<file path="config.mk">
export PLATFORM = sky130hd
export DESIGN_NAME = debounce_delay_timer_flat
export DESIGN_NICKNAME = d
export VERILOG_FILES = /design/src/rtl/debounce_pkg.sv /design/src/rtl/debounce_delay_timer_if.sv /design/src/rtl/tick_prescaler.sv /design/src/rtl/debounce_delay_timer.sv /design/src/flat_wrapper.sv
export SDC_FILE = /design/constraint.sdc
export NUM_CORES = 1
export LEC_CHECK = 0
export ABC_AREA = 1
export BUFFER_PORTS_ARGS = -buffer_cell sky130_fd_sc_hd__buf_2
export CORE_ASPECT_RATIO = 1.25
export CORE_MARGIN = 2
export CORE_UTILIZATION = 25
export CTS_CLUSTER_DIAMETER = 200
export DETAILED_ROUTE_END_ITERATION = 7
export GPL_TIMING_DRIVEN = 0
export PLACE_DENSITY = 0.51
export SYNTH_ARGS = -nofsm -noshare
export SYNTH_HDL_FRONTEND = slang
export SYNTH_SLANG_ARGS = --single-unit
</file>
<file path="constraint.sdc">
create_clock -name clk -period 1.42 [get_ports clk]
set_input_delay 0.213 -clock clk [delete_from_list [all_inputs] [get_ports clk]]
set_output_delay 0.213 -clock clk [all_outputs]
set_load 0.005 [all_outputs]
</file>
<file path="src/rtl/debounce_pkg.sv">
// Shared types and elaboration-time helpers for the debounce delay timer.
// Holds the FSM state encoding and the functions that derive the prescale
// ratio and counter widths from the clock and tick parameters.
package debounce_pkg;

  // FSM state encoding. 2'b11 is unused and treated as illegal.
  typedef enum logic [1:0] {
    IDLE  = 2'b00,
    COUNT = 2'b01,
    DONE  = 2'b10
  } state_t;

  // Number of clock cycles per prescaled tick.
  function automatic int calc_prescale(input int clk_freq_hz, input int tick_hz);
    return clk_freq_hz / tick_hz;
  endfunction

  // Counter width able to hold 0 .. n-1, with one bit of headroom.
  function automatic int cnt_width(input int n);
    return $clog2(n) + 1;
  endfunction

endpackage

</file>
<file path="src/rtl/debounce_delay_timer_if.sv">
// Handshake between the push-button debouncer FSM (master) and the
// delay timer (slave). The debouncer drives clr from its rst_out and
// watches fin_delay to leave its wait state.
interface debounce_delay_timer_if;

  logic clr;
  logic fin_delay;
  logic busy;
  logic tick;

  modport master (
    output clr,
    input  fin_delay,
    input  busy,
    input  tick
  );

  modport slave (
    input  clr,
    output fin_delay,
    output busy,
    output tick
  );

endinterface

</file>
<file path="src/rtl/tick_prescaler.sv">
// Wrapping prescale counter. While en is high it counts 0..PRESCALE-1 and
// flags the wrap cycle on tick; while en is low the counter is held at 0.
// tick is a same-cycle strobe so the parent can act on the wrapping edge
// and register its own observable tick output.
module tick_prescaler
  import debounce_pkg::*;
#(
  parameter int PRESCALE = 4
) (
  input  logic clk,
  input  logic rst,
  input  logic en,
  output logic tick
);

  localparam int            CW   = cnt_width(PRESCALE);
  localparam logic [CW-1:0] LAST = CW'(PRESCALE - 1);

  logic [CW-1:0] cnt;

  assign tick = en && (cnt == LAST);

  // Count while enabled, wrap at LAST, hold at zero when disabled.
  always_ff @(posedge clk) begin
    if (!rst) begin
      cnt <= '0;
    end else if (!en || (cnt == LAST)) begin
      cnt <= '0;
    end else begin
      cnt <= cnt + 1'b1;
    end
  end

endmodule

</file>
<file path="src/rtl/debounce_delay_timer.sv">
// Debounce window timer. While clr is low it runs for DELAY_TICKS prescaled
// ticks, then raises fin_delay and holds it until clr returns high. A clr
// pulse mid-window throws away all progress and the next run starts from
// zero. rst is synchronous, active-low, and overrides clr.
module debounce_delay_timer
  import debounce_pkg::*;
#(
  parameter int CLK_FREQ_HZ = 50000000,
  parameter int TICK_HZ     = 1000,
  parameter int DELAY_TICKS = 20
) (
  input  logic                   clk,
  input  logic                   rst,
  debounce_delay_timer_if.slave  bus
);

  localparam int            PRESCALE = calc_prescale(CLK_FREQ_HZ, TICK_HZ);
  localparam int            TW       = cnt_width(DELAY_TICKS);
  localparam logic [TW-1:0] TLAST    = TW'(DELAY_TICKS - 1);

  state_t        state;
  logic [TW-1:0] tick_cnt;
  logic          fin_q;
  logic          busy_q;
  logic          tick_q;
  logic          pre_en;
  logic          pre_tick;

  // The prescaler only runs in COUNT with clr low; everywhere else it sits
  // at zero, so a fresh window always starts with a full first tick period.
  assign pre_en = (state == COUNT) && !bus.clr;

  tick_prescaler #(
    .PRESCALE (PRESCALE)
  ) u_prescaler (
    .clk  (clk),
    .rst  (rst),
    .en   (pre_en),
    .tick (pre_tick)
  );

  assign bus.fin_delay = fin_q;
  assign bus.busy      = busy_q;
  assign bus.tick      = tick_q;

  // Window FSM and tick counter; all outputs are registered here.
  always_ff @(posedge clk) begin
    if (!rst) begin
      state    <= IDLE;
      tick_cnt <= '0;
      fin_q    <= 1'b0;
      busy_q   <= 1'b0;
      tick_q   <= 1'b0;
    end else if (bus.clr) begin
      state    <= IDLE;
      tick_cnt <= '0;
      fin_q    <= 1'b0;
      busy_q   <= 1'b0;
      tick_q   <= 1'b0;
    end else begin
      case (state)
        IDLE: begin
          state    <= COUNT;
          tick_cnt <= '0;
          fin_q    <= 1'b0;
          busy_q   <= 1'b1;
          tick_q   <= 1'b0;
        end
        COUNT: begin
          tick_q <= pre_tick;
          if (pre_tick) begin
            if (tick_cnt == TLAST) begin
              // Final tick: fin_delay rises on this same edge.
              state  <= DONE;
              fin_q  <= 1'b1;
              busy_q <= 1'b0;
            end else begin
              tick_cnt <= tick_cnt + 1'b1;
            end
          end
        end
        DONE: begin
          fin_q  <= 1'b1;
          busy_q <= 1'b0;
          tick_q <= 1'b0;
        end
        default: begin
          state    <= IDLE;
          tick_cnt <= '0;
          fin_q    <= 1'b0;
          busy_q   <= 1'b0;
          tick_q   <= 1'b0;
        end
      endcase
    end
  end

endmodule

</file>
<file path="src/flat_wrapper.sv">
// flat-port wrapper written by rule: the top's interface ports become plain ports
module debounce_delay_timer_flat import debounce_pkg::*;
#(
  parameter int CLK_FREQ_HZ = 50000000,
  parameter int TICK_HZ     = 1000,
  parameter int DELAY_TICKS = 20
)
  (clk, rst, bus_clr, bus_fin_delay, bus_busy, bus_tick);
  debounce_delay_timer_if bus_i ();
  input  logic clk;
  input  logic rst;
  input wire logic [$bits(bus_i.clr)-1:0] bus_clr;
  output wire logic [$bits(bus_i.fin_delay)-1:0] bus_fin_delay;
  output wire logic [$bits(bus_i.busy)-1:0] bus_busy;
  output wire logic [$bits(bus_i.tick)-1:0] bus_tick;
  assign bus_i.clr = bus_clr;
  assign bus_fin_delay = bus_i.fin_delay;
  assign bus_busy = bus_i.busy;
  assign bus_tick = bus_i.tick;
  debounce_delay_timer #(.CLK_FREQ_HZ(CLK_FREQ_HZ), .TICK_HZ(TICK_HZ), .DELAY_TICKS(DELAY_TICKS)) u_core (.clk(clk), .rst(rst), .bus(bus_i));
endmodule
</file>
==> results of run 1 <==
report_power, final:
part	total, mW	internal (mW)	switching [mW]
Combinational	0.262	0.104	0.158
Sequential	0.822	0.804	0.0178
Clock	0.508	0.249	0.258
timing repair:
item,in CTS,in global routing
setup endpoints to repair,27,27
resized for setup,20,25
setup buffers,9,4
pin swaps,14,14
sequential cells by signal, indices dropped and copies added, names as in the netlist:
name and count:
u_core.bus.busy 1, u_core.bus.fin_delay 1, u_core.bus.tick 1, u_core.state 2, u_core.tick_cnt 6, u_core.u_prescaler.cnt 17
synth_stat cells (all sizes together):
| cell | number | area, um2 |
|---|---|---|
| nand3 | 15 | 97.6 |
| inv | 27 | 101 |
| nor2 | 40 | 165 |
| xnor2 | 2 | 17.5 |
| nand4 | 10 | 68.8 |
| o21ai | 3 | 15.0 |
| nor2b | 1 | 6.26 |
| nand2 | 38 | 155 |
| or2 | 2 | 12.5 |
| nor3 | 3 | 26.3 |
| o21a | 1 | 7.51 |
| o21bai | 2 | 18.8 |
| nor3b | 2 | 15.0 |
| ha | 6 | 75.1 |
| dfxtp | 28 | 561 |
| xor2 | 7 | 61.3 |
| clkinv | 1 | 3.75 |
| buf | 1 | 7.51 |
| a21oi | 10 | 50.1 |
worst max-delay path, cell delays in order (launching register included):
cell     delay (ps)
dfxtp_2         360
ha_4            170
nand3_4          80
nor2_4          150
nand4_4         120
nand2_4         110
buf_4           140
nand4_1          70
a21oi_1         150
per-layer routing:
layer | routed length [um] | part of all wire
met1 | 1310 | 0.43
met4 | 99 | 0.033
met2 | 1550 | 0.52
met5 | 0 | 0
met3 | 51 | 0.017
logic make-up after synthesis:
| logic type | after synthesis | synth area share |
|---|---|---|
| AOI/OAI and AO/OA | 16 | 0.0623 |
| DFF | 28 | 0.383 |
| buffers and inverters | 29 | 0.0769 |
| and+or+nand+nor | 111 | 0.373 |
| adders and majority gates | 6 | 0.0512 |
| xor gates and xnor gates | 9 | 0.0538 |
cell type report:
cell class,instances,area [um2],share of cell area
multi-input combinational,142,915,0.488
sequential,28,582,0.311
timing repair buffer,18,123,0.0655
inverter,28,105,0.0561
tap,66,82.6,0.0441
clock buffer,4,55.1,0.0294
buffer,1,11.3,0.00601
worst min-delay path by stage:
stage / start / to / slack [ps] / depth (start not counted)
CTS: bus_clr / u_core.state[0] / 250 / 4
global placement: u_core.u_prescaler.cnt[0] / u_core.u_prescaler.cnt[0] / 430 / 1
detailed placement: u_core.u_prescaler.cnt[0] / u_core.u_prescaler.cnt[0] / 440 / 1
global route: bus_clr / u_core.state[0] / 250 / 4
floorplan: bus_clr / u_core.state[1] / 390 / 3
finish: bus_clr / u_core.bus.busy / 250 / 4
==> metrics.sh, run 1 <==
RUN_STATUS='complete, but fails checks'
VIOLATIONS_IN_THE_FINAL_REPORTS='setup timing'
GP_CONGESTION=0.793
CRITICAL_PATH.STARTPOINT='u_core.u_prescaler.cnt[0]'
YOSYSSEQAREASHARE=0.383
ACHIEVABLE-FREQUENCY_MHz=704
PLACED_INST_AREA_UM2=1590
MET2_TRACK_USAGE_GR=0.179
SYNTH-SEQ-CELLS=28
CLK_PIN_SLEW_WORST_PATHS_PS=100
DPL.HPWL_UM=2080
ROW_COUNT=31
POST_ROUTE_CELLS_DRIVE_ABOVE_1_SHARE=0.308
CHIPHEIGHT_UM=89.6
FIRST_GLOBAL_VIAS=1192
PLACE_INST=270
HOLD_WS_PS=251
IR_WORST_VDD_uV=358
GLOBAL_ROUTE.OVERFLOW_TOTAL=0
DRT.ANTENNA.VIOLATING_NETS=0
CP_MAX_FO=6
P_TOTAL_mW=1.59
FINAL_CELL_MIX='nor2_1, nand2_1, inv_1'
FINISH.CELL_COUNT_WITHOUT_FILLERS=287
WORST-SETUP-PATH-TYPE='reg -> reg'
FINALCRITPERIODSHARE=1.00
R2R.WORST_PATH.CELLS=8
WORST-ENDPOINT-REQUIRED_PS=1640
NNETSFINAL=231
NETLIST-CELL-TYPE-COUNT=30
PORT_BUFFERS=5
MIN_PATH_TYPE='in -> reg'
SYNTHCELLS=199
DRV.MAX_CAP_VIOLATION_COUNT=0
REPORT.FINAL.SLEW_VIOL_COUNT=0
SKEW_PS=4.02
MAPPEDNETLISTNETS=208
SETUP_VIOLATIONS=1
GRT_FIRST_PASS_WIRELENGTH_UM=4860
CTS_TREE='built'
SYNTH_WARNINGS=0
DETAIL_ROUTE.FIRST_PASS.ITERATIONS=6
POSTSYNTHAREAPERCELL_UM2=7.36
WORST_PIN_SLEW_PS=348
FP.DIEW_UM=72.5
SLEW-LIMIT-HEADROOM=0.768
CLOCK_SINK_TOTAL=28
LAYOUT_STAGE_AREA_GROWTH_OVER_THE_SYNTHESIS_RESULT_PCT=27.8
NETLIST_AREA_UM2=1470
CELLPOWERDENSITY_nW_PER_UM2=850
FF_TO_FF_SETUP_SLACK_PS=-0.5
FIN_SETUP_TNS_PS=-0.538
CRIT_PATH_END_KIND='flop'
FIRST_ITER_VIOLATIONS=49
START_UTIL=0.255
NUM_CTS_BUFFERS=3
NUM_ANTENNA_CELLS=0
COREAREA_UM2=5740
POST_DRT_WL_PER_CELL_UM=10.5
SETUP.WORST_PATH.START_CLASS='flop'
TIMING.RR.START='u_core.u_prescaler.cnt[0]'
WORST_SKEW_PAIR.LATE_LATENCY_PS=280
CTS-ROOT-TO-SINK-BUFFERS=2
USE_MET3=0.0167
GLOBALROUTEMET1UTIL=0.0980
GRT_USE_TOTAL=0.0962
GRT_START_MAX_NET_PINS=16
VIAS_PER_INSTANCE=4.45
ROUTED_WL_UM=3010
STDCELL_AREA_UM2=1870
ENDPOINT='u_core.tick_cnt[1]'
POST-ROUTE-UTIL=0.326
NUM_VIAS=1278
NUMBER_OF_FILLERS_IN_THE_FINAL_LAYOUT=610
FINAL_HOLD_VIOL_COUNT=0
GLOBALROUTE.BUSIESTLAYER='met2'
DETAIL_ROUTE.DRC_VIOLATIONS=0
ANTENNA_FOUND_INITIAL=0
FLOORPLAN.DIE_AREA_UM2=6490
WORST_EP_ARRIVAL_TIME_PS=1640
NUM_IO_PINS=6
FINALWORSTSETUPSLACK_PS=-0.538
ROOT_BUFFER='clkbuf_8'
GRT_SETUP_UNREPAIRED='yes'
CTS.HOLD.BUFFERS_ADDED=0
CLOCK_TREE.HTREE_LEVEL_COUNT=1
PLACE_WS_PS=-248
FINALWORSTPATHREQUIREDPERIOD_PS=1420
LEAKAGEPOWER_nW=0.751
R2R_END='u_core.tick_cnt[1]'
LEADING_CELL_TYPE_IN_THE_LAYOUT_FILL_AND_TAPS_EXCLUDED='nor2_1'
No activity file was read; power rests on OpenSTA's default activity.
==> inputs of run 2 (changes only) <==
--- a/config.mk
+++ b/config.mk
@@ -13,7 +13,8 @@
 export CTS_CLUSTER_DIAMETER = 200
 export DETAILED_ROUTE_END_ITERATION = 7
 export GPL_TIMING_DRIVEN = 0
-export PLACE_DENSITY = 0.51
+export RECOVER_POWER = 25
+export SLEW_MARGIN = 20
 export SYNTH_ARGS = -nofsm -noshare
 export SYNTH_HDL_FRONTEND = slang
 export SYNTH_SLANG_ARGS = --single-unit
==> run 2 against run 1 <==
Compared with the run above:
- the flow still finishes with violations (setup timing)
- via count up 3.8%
- setup slack worse by 11 ps
- sequential share of layout area down 1.6 points
- clock skew up 7.1 ps
- total power up 8.3%
- highest routed layer unchanged
==> metrics.sh, run 2 (synthesis results as in run 1) <==
CRITICAL-PATH-TOP-CELL-BY-COUNT='nand3_4'
POST_ROUTE_CELLS_DRIVE_ABOVE_1_SHARE=0.347
GRT_START_MAX_NET_PINS=17
DRV.MAX_CAP_VIOLATION_COUNT=0
CLOCK_SINK_TOTAL=28
P_TOTAL_mW=1.72
FINAL_CELL_MIX='nor2_1, nand2_1, inv_1'
POST_DRT_WL_PER_CELL_UM=11.0
PLACE_WS_PS=-234
REPORT.FINAL.SLEW_VIOL_COUNT=0
DPL.HPWL_UM=2060
WORSTPATHCELLLIST='ha_4, nand3_4, nor2_4, nand4_4, nand2_4, nand3_4, nand2_1, a21oi_1'
ROOT_BUFFER='clkbuf_8'
GRT_SETUP_UNREPAIRED='yes'
ROW_COUNT=31
FINALCRITPERIODSHARE=1.01
NUM_IO_PINS=6
NUM_ANTENNA_CELLS=0
NNETSFINAL=235
WORST_PIN_SLEW_PS=326
REG_TOP3='u_core.u_prescaler.cnt: 17 flops, u_core.tick_cnt: 6 flops, u_core.state: 2 flops'
GP_CONGESTION=0.779
FLOORPLAN.DIE_AREA_UM2=6490
FF_TO_FF_SETUP_SLACK_PS=-10
LEAKAGEPOWER_nW=0.790
CHIPHEIGHT_UM=89.6
POST-ROUTE-UTIL=0.345
LAYOUT_STAGE_AREA_GROWTH_OVER_THE_SYNTHESIS_RESULT_PCT=35.2
LEADING_CELL_TYPE_IN_THE_LAYOUT_FILL_AND_TAPS_EXCLUDED='nor2_1'
ANTENNA_FOUND_INITIAL=0
CELLPOWERDENSITY_nW_PER_UM2=870
GRT_FIRST_PASS_WIRELENGTH_UM=5420
CTS.HOLD.BUFFERS_ADDED=0
START_UTIL=0.255
WORST_EP_ARRIVAL_TIME_PS=1580
CLK_PIN_SLEW_WORST_PATHS_PS=90
NUMBER_OF_FILLERS_IN_THE_FINAL_LAYOUT=618
DETAIL_ROUTE.DRC_VIOLATIONS=0
VIAS_PER_INSTANCE=4.56
FIRST_GLOBAL_VIAS=1276
VIOLATIONS_IN_THE_FINAL_REPORTS='setup timing'
R2R_END='u_core.tick_cnt[1]'
PORT_BUFFERS=5
TIMING.RR.START='u_core.u_prescaler.cnt[1]'
RUN_STATUS='complete, but fails checks'
REGISTERS.TOP_BY_FF_COUNT='u_core.u_prescaler.cnt'
LARGEST_REGISTER_FF_COUNT=17
FINALWORSTPATHREQUIREDPERIOD_PS=1430
HOLDPATHSTAGES=5
NUM_CTS_BUFFERS=3
SLOWEST_STAGE='dfxtp_2'
CP_MAX_FO=7
FINAL_HOLD_VIOL_COUNT=0
WORST-ENDPOINT-REQUIRED_PS=1570
NUM_VIAS=1327
ACHIEVABLE-FREQUENCY_MHz=699
WORST-SETUP-PATH-TYPE='reg -> reg'
COREAREA_UM2=5740
FINALWORSTSETUPSLACK_PS=-11.4
GLOBAL_ROUTE.OVERFLOW_TOTAL=0
CRIT_PATH_END_KIND='flop'
R2R.WORST_PATH.CELLS=8
HOLD_WS_PS=290
FP.DIEW_UM=72.5
HOLD_END='u_core.state[1]'
SLEW-LIMIT-HEADROOM=0.783
ROUTED_WL_UM=3200
WORST_SKEW_PAIR.LATE_LATENCY_PS=280
IR_WORST_VDD_uV=434
CTS_TREE='built'
SKEW_PS=11.1
SETUP_VIOLATIONS=3
FIRST_ITER_VIOLATIONS=30
HOLD_START='rst'
GRT_USE_TOTAL=0.104
DETAIL_ROUTE.FIRST_PASS.ITERATIONS=4
SLOWEST_DELAY_PS=360
DRT.ANTENNA.VIOLATING_NETS=0
MIN_PATH_TYPE='in -> reg'
CLOCK_TREE.HTREE_LEVEL_COUNT=1
SETUP.WORST_PATH.START_CLASS='flop'
CTS-ROOT-TO-SINK-BUFFERS=2
==> run 2: how the worst max path moves through the flow <==
stage	slack, ps	depth (start not counted)	to	startpoint
after floorplan	20	9	u_core.u_prescaler.cnt[16]	u_core.u_prescaler.cnt[0]
after global placement	-220	7	u_core.u_prescaler.cnt[10]	u_core.u_prescaler.cnt[0]
after detailed placement	-230	7	u_core.u_prescaler.cnt[11]	u_core.u_prescaler.cnt[0]
after CTS	-30	9	u_core.u_prescaler.cnt[16]	u_core.u_prescaler.cnt[1]
after global routing	-120	9	u_core.tick_cnt[2]	u_core.u_prescaler.cnt[1]
final	-10	8	u_core.tick_cnt[1]	u_core.u_prescaler.cnt[1]
==> run 2: worst max-delay path: cells and delay by family (launching register included) <==
kind	cells	cell delay (ps)
AND/OR/NAND/NOR	6	710
flip-flops	1	360
AO/OA/AOI/OAI	1	70
adder cells (fa/ha/maj)	1	170
==> run 2: where the power goes <==
part	internal, mW	switching (mW)
sequential	0.804	0.0184
combinational	0.107	0.161
clock	0.378	0.255
==> run 2: metrics by stage <==
| step | std cells | TNS, ps | instance area [um2] |
|---|---|---|---|
| after floorplan | 199 | 0 | 1480 |
| after global placement | 270 | -3680 | 1590 |
| after detailed placement | 270 | -3940 | 1590 |
| after CTS | 284 | -232 | 1790 |
| after global routing | 291 | -1720 | 1980 |
| final | 291 | -19.5 | 1980 |
==> run 2: per-layer routing <==
| layer | global-route usage | share of wire |
|---|---|---|
| met5 | 0 | 0 |
| met4 | 0.0539 | 0.023 |
| met3 | 0.0134 | 0.013 |
| met2 | 0.189 | 0.54 |
| met1 | 0.120 | 0.42 |
==> run 2: timing repair <==
item                                    4_1_cts  5_1_grt
setup buffers                                 9        6
cloned                                        1        1
pin swaps                                    13       10
gates resized for setup                      18       36
endpoints found under the setup margin       27       27
==> run 2: layout make-up <==
type,count,area (um2),share of cell area
timing repair buffer,21,166,0.0840
tap,66,82.6,0.0417
multi-input combinational,143,957,0.483
inverter,28,105,0.0531
buffer,1,15.0,0.00758
clock buffer,3,41.3,0.0208
clock inverter,1,30.0,0.0152
sequential,28,583,0.294
